`src/rtl/seq_pkg.sv`:
```
// seq_pkg: shared FSM states and constants for the serial pattern detector.
package seq_pkg;
    typedef enum logic {IDLE, SHIFT} state_t;
    localparam int         PAT_W    = 4;
    localparam logic [1:0] FILL_MAX = 2'd3;
endpackage

```
`src/rtl/seq_match_core.sv`:
```
// seq_match_core: overlapping 4-bit matcher with history and fill tracking.
module seq_match_core
    import seq_pkg::*;
(
    input  logic             i_clk,
    input  logic             i_rst_n,
    input  logic             i_bit,
    input  logic             i_bit_en,
    input  logic [PAT_W-1:0] i_pattern,
    input  logic             i_clr,
    output logic             o_hit,
    output logic             o_match
);
    logic [PAT_W-2:0] r_hist;
    logic [1:0]       r_fill;
    logic             r_match;

    // Combinational hit lets the parent update its counter on the same edge as the pulse.
    assign o_hit   = i_bit_en & (r_fill == FILL_MAX) & ({r_hist, i_bit} == i_pattern);
    assign o_match = r_match;

    always_ff @(posedge i_clk or negedge i_rst_n) begin
        if (!i_rst_n) begin
            r_hist  <= '0;
            r_fill  <= '0;
            r_match <= 1'b0;
        end else begin
            r_match <= o_hit & ~i_clr;
            if (i_clr) begin
                r_hist <= '0;
                r_fill <= '0;
            end else if (i_bit_en) begin
                r_hist <= {r_hist[PAT_W-3:0], i_bit};
                r_fill <= (r_fill == FILL_MAX) ? FILL_MAX : r_fill + 2'd1;
            end
        end
    end
endmodule

```
`src/rtl/seq_scan_ctrl.sv`:
```
// seq_scan_ctrl: accepts words over valid/ready, serializes MSB first into the
// matcher, counts matches with saturation and raises a sticky threshold irq.
module seq_scan_ctrl
    import seq_pkg::*;
#(
    parameter int WORD_W = 8,
    parameter int CNT_W  = 8
) (
    input  logic              i_clk,
    input  logic              i_rst_n,
    input  logic              i_in_valid,
    output logic              o_in_ready,
    input  logic [WORD_W-1:0] i_in_data,
    input  logic [PAT_W-1:0]  i_cfg_pattern,
    input  logic [CNT_W-1:0]  i_cfg_thresh,
    input  logic              i_clr,
    output logic              o_busy,
    output logic              o_match_pulse,
    output logic [CNT_W-1:0]  o_match_count,
    output logic              o_irq
);
    localparam int              BC_W = $clog2(WORD_W);
    localparam logic [BC_W-1:0] LAST = BC_W'(WORD_W - 1);

    state_t            r_state, w_state_nxt;
    logic [WORD_W-1:0] r_shift;
    logic [BC_W-1:0]   r_bit_cnt;
    logic [CNT_W-1:0]  r_count, w_count_inc;
    logic              r_irq;
    logic              w_last, w_load, w_hit;

    assign w_last      = (r_state == SHIFT) & (r_bit_cnt == LAST);
    assign o_in_ready  = (r_state == IDLE) | w_last;
    assign o_busy      = (r_state == SHIFT);
    assign w_load      = i_in_valid & o_in_ready;
    assign w_count_inc = (r_count == '1) ? r_count : r_count + 1'b1;

    always_ff @(posedge i_clk or negedge i_rst_n) begin
        if (!i_rst_n) r_state <= IDLE;
        else          r_state <= w_state_nxt;
    end

    // A load on the last bit keeps SHIFT, giving back-to-back words with no bubble.
    always_comb begin
        w_state_nxt = r_state;
        w_state_nxt = w_load ? SHIFT : (w_last ? IDLE : r_state);
    end

    always_ff @(posedge i_clk or negedge i_rst_n) begin
        if (!i_rst_n) begin
            r_shift   <= '0;
            r_bit_cnt <= '0;
        end else if (w_load) begin
            r_shift   <= i_in_data;
            r_bit_cnt <= '0;
        end else if (o_busy) begin
            r_shift   <= {r_shift[WORD_W-2:0], 1'b0};
            r_bit_cnt <= r_bit_cnt + 1'b1;
        end
    end

    seq_match_core u_core (
        .i_clk     (i_clk),
        .i_rst_n   (i_rst_n),
        .i_bit     (r_shift[WORD_W-1]),
        .i_bit_en  (o_busy),
        .i_pattern (i_cfg_pattern),
        .i_clr     (i_clr),
        .o_hit     (w_hit),
        .o_match   (o_match_pulse)
    );

    always_ff @(posedge i_clk or negedge i_rst_n) begin
        if (!i_rst_n) begin
            r_count <= '0;
            r_irq   <= 1'b0;
        end else if (i_clr) begin
            r_count <= '0;
            r_irq   <= 1'b0;
        end else if (w_hit) begin
            r_count <= w_count_inc;
            if ((i_cfg_thresh != '0) && (w_count_inc == i_cfg_thresh)) r_irq <= 1'b1;
        end
    end

    assign o_match_count = r_count;
    assign o_irq         = r_irq;
endmodule

```
`config.mk`:
```
export PLATFORM = sky130hd
export DESIGN_NAME = seq_scan_ctrl
export DESIGN_NICKNAME = d
export VERILOG_FILES = /design/src/rtl/seq_pkg.sv /design/src/rtl/seq_match_core.sv /design/src/rtl/seq_scan_ctrl.sv
export SDC_FILE = /design/constraint.sdc
export NUM_CORES = 1
export LEC_CHECK = 0
export CORE_MARGIN = 2
export CORE_UTILIZATION = 55
export DETAILED_ROUTE_END_ITERATION = 16
export PLACE_DENSITY = 0.85
export SETUP_SLACK_MARGIN = 0.3
export SYNTH_ARGS = -nofsm -noshare
export SYNTH_HDL_FRONTEND = slang
export SYNTH_SLANG_ARGS = --single-unit
```
`constraint.sdc`:
```
create_clock -name i_clk -period 3.3 [get_ports i_clk]
set_clock_uncertainty 0.15 [all_clocks]
set_input_delay 0.66 -clock i_clk [delete_from_list [all_inputs] [get_ports i_clk]]
set_output_delay 0.66 -clock i_clk [all_outputs]
set_load 0.02 [all_outputs]
```
==> results.toml, run 1 <==
[run_status]
status = "finished clean"

[global_routing]
antenna_found_initial = 0
grtUsageTotal = 0.239
grt_pass1_wl_um = 6540
grt_pass1_vias = 1492
grt-ovfl-total = 0
grt_max_degree = 28

[yosys]
synth-main-ff-cell = "dfrtp_1"
synth.distinct_cells = 41
synthAdderAreaFrac = 0.0221
yosysSeqAreaShare = 0.398
yosysWarningCount = 0
synth_xor_area_frac = 0.0619
synth_top_family_by_area = "compound AO/OA/AOI/OAI gates"
netlist_area_um2 = 1700
synth_mux_area_frac = 0.0589
synth_seq_cells = 27
synth_compound_area_frac = 0.199
postSynthAreaPerCell_um2 = 8.85
ys_async_sr_fraction = 1.00
syn_nets = 219
synth-simple-area-share = 0.193
syn_inst = 192
synth-edff-count = 0

[route]
m1WireLength_um = 1730
drt-initial-drc-count = 83
routed.top_layer = "met4"
routed-wl-met2_um = 1850
wire_per_inst_um = 14.9
wl_met3_um = 131
route.detailed.drc = 0
vias = 1515
antenna_left = 0
routed_via_density = 5.99
drt-pass1-iter-count = 4
drt_wl_total_um = 3770

[worst_setup_path]
cp_max_fo = 11
cp_data_arrival_time_ps = 1980
crit_type = "reg -> out"
critPathLaunchType = "flop"
worstPathRequired_ps = 2490
end_kind = "primary output"

[layout]
final_common_cell = "clkdlybuf4s50_1"
area_growth_pct = 22.6
layout_common_cells = "35 x clkdlybuf4s50_1, 27 x dfrtp_1, 22 x nor2_1"
n_antenna_cell = 0
drive_gt1_frac = 0.0545
fin_util = 0.694
nets = 248
fillCellCount = 263

[clock_network]
cts_max_level = 1
clkTransAtPathRegs_ps = 160
cts_tree = "built"
cts.sinks = 27
clkLatencyLatePin_ps = 340
cts_resized = 0
cts_hold_buf = 0
postCtsSetupBuffers = 0
clock-root-buffer = "clkbuf_4"
clockBufferDepth = 2
cts_buffers = 3

[sta]
slew_violations = 0
timing.fmax_mhz = 358
setup_slack_ps = 506
finalHoldViolations = 0
setup_tns_ps = 0
fin_crit_ps = 2790
final.period_utilization = 0.847
setup_viol = 0
rsz0062_at_grt = "false"
tightest_slew_ps = 521
maxSlewHeadroom = 0.651

[placed_design]
dpl.hpwl_um = 2800
gp_congestion = 0.907
place_ws_ps = 630
port-buffer-count = 35

[floorplanning]
die_h_um = 59.6
std_cell_rows = 20
fp.dieW_um = 59.6
ios = 36
die-area_um2 = 3550
start_util = 0.566
coreArea_um2 = 3000

[power_and_ir_drop]
p_per_area_nw_per_um2 = 472
leakagePower_nw = 0.898
peakVddDrop_v = 0.000428

[hold_path]
hold_class = "reg -> reg"

[run]
max-cap-violations = 0
## state kept, by name (all words and copies together) (netlist names)
register        cells
o_match_count       8
r_shift             8
r_bit_cnt           3
u_core.r_hist       3
u_core.r_fill       2
o_busy              1
o_irq               1
u_core.o_match      1
## Yosys cell counts (all sizes together) (2+ instances only)
| cell type | instances | area (µm²) |
|---|---|---|
| and3 | 2 | 17.5 |
| o22ai | 9 | 56.3 |
| a31oi | 9 | 56.3 |
| nand2b | 5 | 31.3 |
| nor2b | 3 | 18.8 |
| a211oi | 2 | 15.0 |
| a311oi | 2 | 17.5 |
| a21oi | 17 | 85.1 |
| clkbuf | 8 | 30.0 |
| and4 | 3 | 26.3 |
| dfrtp | 27 | 676 |
| a32o | 2 | 20.0 |
| nand2 | 11 | 41.3 |
| xor2 | 4 | 35.0 |
| ha | 3 | 37.5 |
| xnor2 | 8 | 70.1 |
| nand3 | 5 | 25.0 |
| nand4 | 3 | 18.8 |
| buf | 8 | 47.5 |
| nor2 | 22 | 82.6 |
| or4 | 2 | 15.0 |
| mux2i | 10 | 100 |
| nor3 | 2 | 10.0 |
| inv | 10 | 37.5 |
| o21ai | 3 | 15.0 |
## cells by family (layout without fill, tap and decap cells)
group,count (synthesis),after routing
AO/OA/AOI/OAI,52,52
XOR/XNOR,12,12
adder cells (fa/ha/maj),3,3
buffers and inverters,26,54
flip-flops,27,27
multiplexers,10,10
AND/OR/NAND/NOR,62,62
## worst paths after layout
path	start	slack, ps	to	cells past startpoint
min	r_bit_cnt[2]	390	r_bit_cnt[2]	1
min reg2reg	r_bit_cnt[2]	390	r_bit_cnt[2]	1
max	r_bit_cnt[0]	510	o_in_ready	4
max in group asynchronous	i_rst_n	2210	o_match_count[0]	2
min in group asynchronous	i_rst_n	510	r_shift[0]	2
max reg2reg	o_match_count[0]	860	o_irq	7
## report_power, final
part           leakage, nW  internal (W)  switching (W)  total, W
logic                0.532      0.000185       0.000170  0.000355
registers            0.351      0.000413      0.0000660  0.000479
clock network       0.0139     0.0000465       0.000103  0.000150
total                0.898      0.000644       0.000340  0.000984
## area by class of cell
type	count	area, µm²	area share
Clock buffer	3	22.5	0.0108
Clock inverter	1	7.51	0.00360
Inverter	10	37.5	0.0180
Multi-Input combinational cell	139	911	0.437
Sequential cell	27	676	0.324
Tap cell	33	41.3	0.0198
Timing Repair Buffer	40	388	0.186
## stage by stage
step / cells / power, W / hold slack [ps] / area, µm²
global placement: 249 / 0.000814 / 332 / 2050
detailed placement: 249 / 0.000837 / 341 / 2050
floorplan: 192 / 0.000716 / 214 / 1700
finish: 253 / 0.000984 / 386 / 2080
global route: 253 / 0.00105 / 387 / 2080
CTS: 253 / 0.000986 / 376 / 2080
## routing by layer
| metal | GRT usage | up-vias |
|---|---|---|
| li1 | - | 747 |
| met1 | 0.314 | 719 |
| met2 | 0.392 | 42 |
| met3 | 0.0415 | 7 |
| met4 | 0.0952 | 0 |
| met5 | 0 | - |
## worst max-delay path, cell delays in order (launching register included)
cell             delay [ps]
dfrtp_1                 410
ha_1                    160
ha_2                    290
nand2b_1                160
clkdlybuf4s50_1         610
No activity file was read; power rests on OpenSTA's default activity.
==> run 2: changes to the inputs <==
--- a/config.mk
+++ b/config.mk
@@ -6,9 +6,9 @@
 export NUM_CORES = 1
 export LEC_CHECK = 0
 export CORE_MARGIN = 2
-export CORE_UTILIZATION = 55
+export CORE_UTILIZATION = 46
 export DETAILED_ROUTE_END_ITERATION = 16
-export PLACE_DENSITY = 0.85
+export PLACE_DENSITY = 0.76
 export SETUP_SLACK_MARGIN = 0.3
 export SYNTH_ARGS = -nofsm -noshare
 export SYNTH_HDL_FRONTEND = slang
==> constraint.sdc (replaced) <==
create_clock -name i_clk -period 2.4 [get_ports i_clk]
set_clock_uncertainty 0.15 [all_clocks]
set_input_delay 0.48 -clock i_clk [delete_from_list [all_inputs] [get_ports i_clk]]
set_output_delay 0.48 -clock i_clk [all_outputs]
set_load 0.02 [all_outputs]
==> run 2 against run 1 <==
  * Die area up 18%
  * Largest power group unchanged
  * Sequential share of layout area down 1.9 points
  * Clock-buffer cell count up 1
==> results.toml, run 2 (synthesis gave the netlist of run 1 again) <==
[worst_setup_path]
crit_slowest_cell = "clkdlybuf4s50_1"
path_buf_inv = 1
crit_chain = "clkdlybuf4s50_1 > or4_1 > o22ai_1 > a21oi_1 > o2111ai_1 > a2111oi_2 > a31o_1"
crit_family = "compound AO/OA/AOI/OAI gates"
cp_max_fo = 4
rrSetupSlack_ps = 380
worstPathRequired_ps = 2420
end_kind = "flop"
slowest_delay_ps = 500
crit_type = "in -> reg"
cp_data_arrival_time_ps = 2080
critPathLaunchType = "input port"

[route]
antenna_left = 0
drt-initial-drc-count = 111
vias = 1547
drt_wl_total_um = 3910
routed_via_density = 5.51
drt-pass1-iter-count = 4
wire_per_inst_um = 13.9
route.detailed.drc = 0

[placed_design]
gp_congestion = 0.829
port-buffer-count = 35
dpl.hpwl_um = 2730
place_ws_ps = 25.2

[floorplanning]
ios = 36
std_cell_rows = 22
start_util = 0.471
fp.dieW_um = 64.8
coreArea_um2 = 3610
die_h_um = 64.8
die-area_um2 = 4200

[clock_network]
cts_buffers = 3
clkLatencyLatePin_ps = 270
cts_max_level = 1
cts_tree = "built"
clkTransAtPathRegs_ps = 90
clock-root-buffer = "clkbuf_8"
cts_hold_buf = 0
clockBufferDepth = 2
cts.sinks = 27

[sta]
whs_ps = 358
tightest_slew_ps = 339
timing.fmax_mhz = 486
rsz0062_at_grt = "true"
maxSlewHeadroom = 0.774
finalHoldViolations = 0
setup_tns_ps = 0
fin_crit_ps = 2060
setup_viol = 0
setup_slack_ps = 341
final.period_utilization = 0.858
slew_violations = 0

[global_routing]
grt_max_degree = 28
antenna_found_initial = 0
grt_pass1_vias = 1385
grt-ovfl-total = 0
grtUsageTotal = 0.197
grt_pass1_wl_um = 6400

[power_and_ir_drop]
switchingPower_w = 0.000460
combPwrFrac = 0.350
seqPwrFrac = 0.468
p_per_area_nw_per_um2 = 626
clkPwrFrac = 0.181
peakVddDrop_v = 0.000505
power.share.switching = 0.327
p_int_w = 0.000946
leakagePower_nw = 0.996

[layout]
layout_common_cells = "32 x clkdlybuf4s50_1, 22 x nor2_1, 19 x dfrtp_1"
n_antenna_cell = 0
nets = 261
area_growth_pct = 32.1
drive_gt1_frac = 0.167
final_common_cell = "clkdlybuf4s50_1"

[run]
max-cap-violations = 0

[run_status]
status = "finished clean"

[hold_path]
hold_class = "reg -> reg"
## run 2: cell types whose count changed in the layout (fill, tap and decap cells not counted), sizes merged
cell / delta
buf: +13
clkbuf: +2
clkdlybuf4s50: -3
clkinvlp: -1
dlymetal6s2s: +2
## run 2: what timing repair did
item                       4_1_cts  5_1_grt
pin swaps                        0        8
resized for setup                6       15
setup endpoints to repair        6        9
buffers inserted                 0        8
## run 2: path summary, 6_finish.rpt
check / to / depth (start not counted) / start
min: r_bit_cnt[1] / 1 / r_bit_cnt[1]
max in group asynchronous: o_match_count[6] / 2 / i_rst_n
min reg2reg: r_bit_cnt[1] / 1 / r_bit_cnt[1]
min in group asynchronous: r_shift[0] / 2 / i_rst_n
max reg2reg: o_irq / 7 / o_match_count[0]
max: o_irq / 7 / i_cfg_thresh[7]
## run 2: metrics by stage
| step | area (µm²) | util | cells | power (W) |
|---|---|---|---|---|
| 2_1_floorplan | 1700 | - | 192 | 0.000985 |
| 3_3_place_gp | 2110 | 0.585 | 269 | 0.00114 |
| 3_5_place_dp | 2110 | 0.585 | 269 | 0.00115 |
| 4_1_cts | 2160 | 0.599 | 273 | 0.00141 |
| 5_1_grt | 2240 | 0.622 | 281 | 0.00151 |
| 6_report | 2240 | 0.622 | 281 | 0.00141 |
## run 2: routing by layer
metal  vias to the layer above  part of all wire  GRT usage
li1                        770                 -          -
met1                       724              0.47      0.275
met2                        46              0.45      0.305
met3                         7             0.059     0.0451
met4                         0             0.016     0.0559
met5                         -                 0          0
## run 2: area by class of cell
cell class | count | area (µm²)
fillers | 315 | 1360
clock buffers | 4 | 45.0
flip-flops and latches | 27 | 686
multi-input cells | 139 | 931
repair buffers | 53 | 485
inverters | 10 | 37.5
well taps | 48 | 60.1
## run 2: worst reg2reg max path, delay by kind of cell, from the launching register on
| family | cells | cell delay, ps |
|---|---|---|
| simple gates | 3 | 810 |
| flops | 1 | 430 |
| compound gates | 2 | 290 |
| buf+inv | 1 | 160 |
| xor+xnor | 1 | 130 |
## run 2: power by group through the flow
stage / combinational [W] / sequential (W) / clock [W]
3_3_place_gp: 0.000472 / 0.000664 / 0
6_report: 0.000493 / 0.000658 / 0.000255
4_1_cts: 0.000484 / 0.000660 / 0.000267
5_1_grt: 0.000557 / 0.000670 / 0.000284
2_1_floorplan: 0.000345 / 0.000640 / 0
3_5_place_dp: 0.000490 / 0.000664 / 0
